[config.mk]
export PLATFORM = sky130hd
export DESIGN_NAME = cred_scroll_ctrl_flat
export DESIGN_NICKNAME = d
export VERILOG_FILES = /design/src/rtl/cred_scroll_ctrl_if.sv /design/src/rtl/cred_scroll_ctrl.sv /design/src/flat_wrapper.sv
export SDC_FILE = /design/constraint.sdc
export NUM_CORES = 1
export LEC_CHECK = 0
export ABC_AREA = 0
export ABC_CLOCK_PERIOD_IN_PS = 3700
export BUFFER_PORTS_ARGS = -buffer_cell sky130_fd_sc_hd__buf_2
export CAP_MARGIN = 20
export CORE_MARGIN = 1
export CORE_UTILIZATION = 52
export CTS_CLUSTER_SIZE = 24
export DETAILED_ROUTE_END_ITERATION = 6
export GPL_ROUTABILITY_DRIVEN = 0
export PLACE_DENSITY = 0.76
export SLEW_MARGIN = 0
export SYNTH_ARGS = -nofsm -noshare
export SYNTH_HDL_FRONTEND = slang
export SYNTH_SLANG_ARGS = --single-unit
[constraint.sdc]
create_clock -name pclk -period 3.7 [get_ports pclk]
set_clock_uncertainty 0.15 [all_clocks]
set_input_delay 0.74 -clock pclk [delete_from_list [all_inputs] [get_ports pclk]]
set_output_delay 0.74 -clock pclk [all_outputs]
set_load 0.02 [all_outputs]
[src/rtl/cred_scroll_ctrl_if.sv]
// Control and output bundle between the credits sequencer and the char-drawing stage.
// The slave side is the sequencer; the master side drives frame timing and handshakes.
interface cred_scroll_ctrl_if;
    logic        vblnk_in;
    logic        start;
    logic        abort;
    logic        pause;
    logic [11:0] xpos;
    logic [11:0] ypos;
    logic [11:0] color1;
    logic [11:0] color2;
    logic        busy;
    logic        done;

    modport master (
        output vblnk_in, start, abort, pause,
        input  xpos, ypos, color1, color2, busy, done
    );

    modport slave (
        input  vblnk_in, start, abort, pause,
        output xpos, ypos, color1, color2, busy, done
    );
endinterface

[src/rtl/cred_scroll_ctrl.sv]
// Credits sequencer: once per frame scrolls the text block up, holds it,
// fades the text colour into the background, then pulses done.
module cred_scroll_ctrl #(
    parameter int          SCREEN_H    = 600,
    parameter int          X_POS       = 272,
    parameter int          Y_STOP      = 284,
    parameter int          SCROLL_STEP = 2,
    parameter int          HOLD_FRAMES = 120,
    parameter int          FADE_DIV    = 4,
    parameter logic [11:0] FG_COLOR    = 12'hFFF,
    parameter logic [11:0] BG_COLOR    = 12'h000
) (
    input  logic                 pclk,
    input  logic                 rst_n,
    cred_scroll_ctrl_if.slave    bus
);

    localparam int HOLD_EFF = (HOLD_FRAMES < 1) ? 1 : HOLD_FRAMES;
    localparam int DIV_EFF  = (FADE_DIV < 1) ? 1 : FADE_DIV;

    typedef enum logic [2:0] {
        S_IDLE,
        S_SCROLL,
        S_HOLD,
        S_FADE,
        S_DONE
    } state_t;

    state_t      r_state;
    state_t      w_state_nxt;
    logic        r_vblnk_q;
    logic [11:0] r_xpos;
    logic [11:0] r_ypos;
    logic [11:0] r_color1;
    logic [11:0] r_color2;
    logic [15:0] r_hold_cnt;
    logic [7:0]  r_div_cnt;
    logic        r_busy;
    logic        r_done;

    logic [11:0] w_ypos_nxt;
    logic [11:0] w_color2_nxt;
    logic [15:0] w_hold_nxt;
    logic [7:0]  w_div_nxt;
    logic        w_tick;
    logic [12:0] w_ysub;
    logic        w_scroll_end;
    logic [15:0] w_hold_inc;
    logic [7:0]  w_div_inc;
    logic [11:0] w_color_step;

    // Each 4-bit channel moves one LSB toward the target; equal channels hold.
    function automatic logic [11:0] fade_step(input logic [11:0] cur, input logic [11:0] tgt);
        logic [11:0] res;
        res = cur;
        for (int c = 0; c < 3; c++) begin
            if (cur[c*4 +: 4] > tgt[c*4 +: 4])
                res[c*4 +: 4] = cur[c*4 +: 4] - 4'd1;
            else if (cur[c*4 +: 4] < tgt[c*4 +: 4])
                res[c*4 +: 4] = cur[c*4 +: 4] + 4'd1;
        end
        return res;
    endfunction

    // Ticks seen while paused are dropped, not deferred: vblnk history still advances.
    assign w_tick       = bus.vblnk_in & ~r_vblnk_q & ~bus.pause;
    assign w_ysub       = {1'b0, r_ypos} - 13'(SCROLL_STEP);
    assign w_scroll_end = ({1'b0, r_ypos} < 13'(SCROLL_STEP)) || (w_ysub <= 13'(Y_STOP));
    assign w_hold_inc   = r_hold_cnt + 16'd1;
    assign w_div_inc    = r_div_cnt + 8'd1;
    assign w_color_step = fade_step(r_color2, r_color1);

    always_ff @(posedge pclk or negedge rst_n) begin
        if (!rst_n) r_state <= S_IDLE;
        else        r_state <= w_state_nxt;
    end

    always_comb begin
        w_state_nxt  = r_state;
        w_ypos_nxt   = r_ypos;
        w_color2_nxt = r_color2;
        w_hold_nxt   = r_hold_cnt;
        w_div_nxt    = r_div_cnt;
        case (r_state)
            S_IDLE: begin
                if (bus.start) w_state_nxt = S_SCROLL;
            end
            S_SCROLL: begin
                if (w_tick) begin
                    if (w_scroll_end) begin
                        w_ypos_nxt  = 12'(Y_STOP);
                        w_hold_nxt  = 16'd0;
                        w_state_nxt = S_HOLD;
                    end else begin
                        w_ypos_nxt  = w_ysub[11:0];
                    end
                end
            end
            S_HOLD: begin
                if (w_tick) begin
                    w_hold_nxt = w_hold_inc;
                    if (w_hold_inc == 16'(HOLD_EFF)) begin
                        w_div_nxt   = 8'd0;
                        w_state_nxt = S_FADE;
                    end
                end
            end
            S_FADE: begin
                if (w_tick) begin
                    if (w_div_inc == 8'(DIV_EFF)) begin
                        w_div_nxt    = 8'd0;
                        w_color2_nxt = w_color_step;
                        if (w_color_step == r_color1) w_state_nxt = S_DONE;
                    end else begin
                        w_div_nxt    = w_div_inc;
                    end
                end
            end
            S_DONE:  w_state_nxt = S_IDLE;
            default: w_state_nxt = S_IDLE;
        endcase
        if (bus.abort) w_state_nxt = S_IDLE;
        // IDLE (entered normally or by abort) always carries the rest outputs.
        if (w_state_nxt == S_IDLE) begin
            w_ypos_nxt   = 12'(SCREEN_H);
            w_color2_nxt = FG_COLOR;
            w_hold_nxt   = 16'd0;
            w_div_nxt    = 8'd0;
        end
    end

    always_ff @(posedge pclk or negedge rst_n) begin
        if (!rst_n) begin
            r_vblnk_q  <= 1'b0;
            r_xpos     <= 12'(X_POS);
            r_ypos     <= 12'(SCREEN_H);
            r_color1   <= BG_COLOR;
            r_color2   <= FG_COLOR;
            r_hold_cnt <= 16'd0;
            r_div_cnt  <= 8'd0;
            r_busy     <= 1'b0;
            r_done     <= 1'b0;
        end else begin
            r_vblnk_q  <= bus.vblnk_in;
            r_xpos     <= 12'(X_POS);
            r_ypos     <= w_ypos_nxt;
            r_color1   <= BG_COLOR;
            r_color2   <= w_color2_nxt;
            r_hold_cnt <= w_hold_nxt;
            r_div_cnt  <= w_div_nxt;
            r_busy     <= (w_state_nxt != S_IDLE);
            r_done     <= (w_state_nxt == S_DONE);
        end
    end

    assign bus.xpos   = r_xpos;
    assign bus.ypos   = r_ypos;
    assign bus.color1 = r_color1;
    assign bus.color2 = r_color2;
    assign bus.busy   = r_busy;
    assign bus.done   = r_done;

endmodule

[src/flat_wrapper.sv]
// flat-port wrapper written by rule: the top's interface ports become plain ports
module cred_scroll_ctrl_flat 
#(
    parameter int          SCREEN_H    = 600,
    parameter int          X_POS       = 272,
    parameter int          Y_STOP      = 284,
    parameter int          SCROLL_STEP = 2,
    parameter int          HOLD_FRAMES = 120,
    parameter int          FADE_DIV    = 4,
    parameter logic [11:0] FG_COLOR    = 12'hFFF,
    parameter logic [11:0] BG_COLOR    = 12'h000
)
  (pclk, rst_n, bus_vblnk_in, bus_start, bus_abort, bus_pause, bus_xpos, bus_ypos, bus_color1, bus_color2, bus_busy, bus_done);
  cred_scroll_ctrl_if bus_i ();
  input  logic pclk;
  input  logic rst_n;
  input wire logic [$bits(bus_i.vblnk_in)-1:0] bus_vblnk_in;
  input wire logic [$bits(bus_i.start)-1:0] bus_start;
  input wire logic [$bits(bus_i.abort)-1:0] bus_abort;
  input wire logic [$bits(bus_i.pause)-1:0] bus_pause;
  output wire logic [$bits(bus_i.xpos)-1:0] bus_xpos;
  output wire logic [$bits(bus_i.ypos)-1:0] bus_ypos;
  output wire logic [$bits(bus_i.color1)-1:0] bus_color1;
  output wire logic [$bits(bus_i.color2)-1:0] bus_color2;
  output wire logic [$bits(bus_i.busy)-1:0] bus_busy;
  output wire logic [$bits(bus_i.done)-1:0] bus_done;
  assign bus_i.vblnk_in = bus_vblnk_in;
  assign bus_i.start = bus_start;
  assign bus_i.abort = bus_abort;
  assign bus_i.pause = bus_pause;
  assign bus_xpos = bus_i.xpos;
  assign bus_ypos = bus_i.ypos;
  assign bus_color1 = bus_i.color1;
  assign bus_color2 = bus_i.color2;
  assign bus_busy = bus_i.busy;
  assign bus_done = bus_i.done;
  cred_scroll_ctrl #(.SCREEN_H(SCREEN_H), .X_POS(X_POS), .Y_STOP(Y_STOP), .SCROLL_STEP(SCROLL_STEP), .HOLD_FRAMES(HOLD_FRAMES), .FADE_DIV(FADE_DIV), .FG_COLOR(FG_COLOR), .BG_COLOR(BG_COLOR)) u_core (.pclk(pclk), .rst_n(rst_n), .bus(bus_i));
endmodule
==> impl_metrics.ini <==
[worst_setup_path]
worstPathCellList = inv_2 > ha_1 > or3b_1 > or3b_4 > a31oi_4 > mux2_4 > a2111oi_2 > or3_4 > and2_4 > buf_4 > a21oi_1 > o31ai_1
cp-end-kind = register
start_kind = register
cp.required_ns = 3.78
cp.arrival_ns = 3.59
critPathTopFamily = simple AND/OR/NAND/NOR gates
path_buf_inv = 2
critPathKind = reg2reg
critPathSlowestCell = dfrtp_2
critPathMaxFanout = 12
cpPeakStageDelay_ns = 0.47

[placed_design]
portBuffers = 30
dp_slack_ns = 0.0933
placedCellCount = 574
postPlaceCellArea_um2 = 4020
dp_hpwl_um = 6190

[floorplanning]
die_y_um = 87.0
dieArea_um2 = 7560
num_io_pins = 56
core_um2 = 6870
die_w_um = 87.0
start_util_pct = 54.7
rows = 30

[clock_network]
postCtsHoldBufs = 0
cts_max_level = 2
insertion_delay_ns = 0.31
cts-root-buf = clkbuf_8
cts.sinks = 53
clockBufferDepth = 2
cts_setup_buffers = 0
cts_tree = built
clkTransAtPathRegs_ns = 0.10
cts_buffers = 5

[sta]
final_hold_viol_count = 0
fin_crit_sh_pct = 94.9
rsz0062_at_grt = false
worst_slew_margin_rel_pct = 57.1
tns_ns = 0
finalCriticalPeriod_ns = 3.51
fmax_mhz = 285
setup_viol = 0
tightest_slew_ns = 0.635
finalMaxSlewViolations = 0
fin_ws_ns = 0.190

[route]
detail_route.first_pass.iterations = 5
wl_met3_um = 442
wirelength_met1_um = 3990
top_layer_used = met4
ant_nets = 0
vias = 3419
drc = 0
routed_wl_um = 8600
routedWlPerCell_um = 14.7
wl_met2_um = 4070
drtIter0Drc = 208
viasPerCell = 5.86

[global_route]
grt_max_degree = 47
gr-total-overflow = 0
antenna_found_initial = 0
grt_pass1_wl_um = 14800
grt_pass1_vias = 3198
track_usage_pct = 24.5

[outcome]
status = completed

[final_layout]
final_area_um2 = 4190
fillCellCount = 596
fin_cells = 583
nets = 498
area_delta_synth_final_pct = 11.6
drive_above_1_share_pct = 23.2
antenna_cells = 0

[worst_hold_path]
hp-class = in2async

[pwr]
combPwrFrac_pct = 14.3
power_frac_clock_pct = 33.7
swShare_pct = 27.7
seqPwrFrac_pct = 52.0
powerDensity_nw_per_um2 = 276
p_switching_w = 0.000320
p_leak_nw = 1.74
p_int_w = 0.000837
peakVddDrop_mv = 0.169

[synth]
synthFlopType = dfrtp_1
synthDistinctLibCells = 71
synth_top_area_cell = dfrtp_1
synth_cells = 447
synth_edf_count = 0
synth_seq_cells = 53
synth_area_leaders = dfrtp_1 (25%), dfstp_2 (11%), o21ai_0 (5.6%), buf_4 (5.2%), nand2_1 (4.1%)
synth_top_cell_area_share_pct = 24.7
async_reset_ff_share_pct = 100
netlist_area_um2 = 3750
postSynthAreaPerCell_um2 = 8.40
ys_seq_area_share_pct = 35.9
ys_warn_count = 0

[flow_run]
cap_violations = 0
-- layout make-up --
class	count	area, µm²	share of cell area [%]
Timing Repair Buffer	52	328	7.82
Inverter	17	68.8	1.64
Clock inverter	1	7.51	0.179
Sequential cell	53	1350	32.2
Multi-Input combinational cell	357	2210	52.7
Tap cell	96	120	2.87
Clock buffer	7	108	2.57
-- repair_timing --
| action | CTS | global route |
|---|---|---|
| hold endpoints to repair | 0 | 0 |
| setup endpoints to repair | 0 | 26 |
| gates resized for setup | 0 | 9 |
-- state kept, by name, indices dropped and copies added, names as in the netlist --
signal,count
u_core.r_div_cnt,8
u_core.r_hold_cnt,16
u_core.bus.busy,1
u_core.bus.color2,12
u_core.bus.ypos,11
u_core.r_vblnk_q,1
u_core.r_state,3
u_core.bus.done,1
-- cell usage after synthesis (all sizes together), types with 9 or more instances --
| cell type | instances |
|---|---|
| dfrtp | 37 |
| a31oi | 10 |
| or3 | 9 |
| clkbuf | 12 |
| nand2b | 9 |
| nor4 | 10 |
| nor3 | 20 |
| nand2 | 41 |
| o21ai | 43 |
| a21oi | 21 |
| and3 | 11 |
| inv | 17 |
| nor2 | 37 |
| nand3 | 23 |
| dfstp | 16 |
| buf | 31 |
-- metal layers --
layer	vias to the layer above	track usage, %
li1	1664	-
met1	1640	34.2
met2	106	40.3
met3	9	3.79
met4	0	5.00
met5	-	0
-- worst reg2reg max path, stage by stage (launching register included) --
cell and delay [ns]:
dfrtp_2 0.47, inv_2 0.09, ha_1 0.15, or3b_1 0.37, or3b_4 0.42, a31oi_4 0.25, mux2_4 0.35, a2111oi_2 0.29
or3_4 0.22, and2_4 0.17, buf_4 0.22, a21oi_1 0.06, o31ai_1 0.20
-- layout by cell type, fill, tap and decap left out, types with 4 or more instances in the layout --
cell type	netlist	routed
buf_2	3	30
or3_1	8	8
xor2_1	6	6
dfstp_2	16	16
conb_1	2	25
nor4_1	10	8
nand3_1	23	23
o21ai_0	42	42
nor3_1	20	20
dfrtp_1	37	35
o22ai_1	5	5
nor2b_1	4	4
ha_1	6	6
and3_1	11	11
clkbuf_8	0	6
nand2b_1	8	7
nand4_1	6	6
nor2_1	37	36
xnor2_1	6	6
o31ai_1	4	4
a21oi_1	16	16
nor4b_1	4	4
nand2_1	41	41
a31oi_1	9	9
inv_1	16	15
buf_4	26	21
-- worst paths after layout --
check | startpoint | endpoint | slack, ns | cells past startpoint
max in group asynchronous | rst_n | u_core.bus.ypos[9]$_DFFE_PN1P_ | 2.60 | 2
min in group pclk | u_core.r_div_cnt[7]$_DFFE_PN0P_ | u_core.r_div_cnt[7]$_DFFE_PN0P_ | 0.35 | 1
max reg2reg | u_core.bus.ypos[1]$_DFFE_PN0P_ | u_core.bus.color2[0]$_DFFE_PN1P_ | 0.19 | 12
min reg2reg | u_core.r_div_cnt[7]$_DFFE_PN0P_ | u_core.r_div_cnt[7]$_DFFE_PN0P_ | 0.35 | 1
min | rst_n | u_core.bus.done$_DFF_PN0_ | 0.22 | 1
max | u_core.bus.ypos[1]$_DFFE_PN0P_ | u_core.bus.color2[0]$_DFFE_PN1P_ | 0.19 | 12
-- power groups by stage --
stage	Combinational, W	Sequential [W]	Clock (W)
3_3_place_gp	0.000154	0.000611	0
6_report	0.000165	0.000602	0.000390
5_1_grt	0.000179	0.000603	0.000425
4_1_cts	0.000157	0.000602	0.000400
3_5_place_dp	0.000157	0.000612	0
2_1_floorplan	0.000122	0.000617	0
-- stage by stage --
| stage | hold WS, ns | power [W] | utilization [%] |
|---|---|---|---|
| global placement | 0.319 | 0.000765 | 58.5 |
| CTS | 0.343 | 0.00116 | 60.2 |
| global route | 0.216 | 0.00121 | 61.0 |
| floorplan | 0.294 | 0.000739 | - |
| detailed placement | 0.325 | 0.000769 | 58.5 |
| finish | 0.218 | 0.00116 | 61.0 |
-- cells by family (layout without fill, tap and decap cells) --
| family | after synthesis | after routing | synth area share, % |
|---|---|---|---|
| AND/OR/NAND/NOR | 195 | 195 | 27.8 |
| flip-flops | 53 | 53 | 35.9 |
| buffers and inverters | 60 | 77 | 9.10 |
| AO/OA/AOI/OAI | 116 | 116 | 21.4 |
| multiplexers | 3 | 3 | 0.833 |
| other | 2 | 25 | 0.200 |
| adder cells (fa/ha/maj) | 6 | 6 | 2.00 |
| XOR/XNOR | 12 | 12 | 2.80 |
Power figures use the tool's default switching activity.
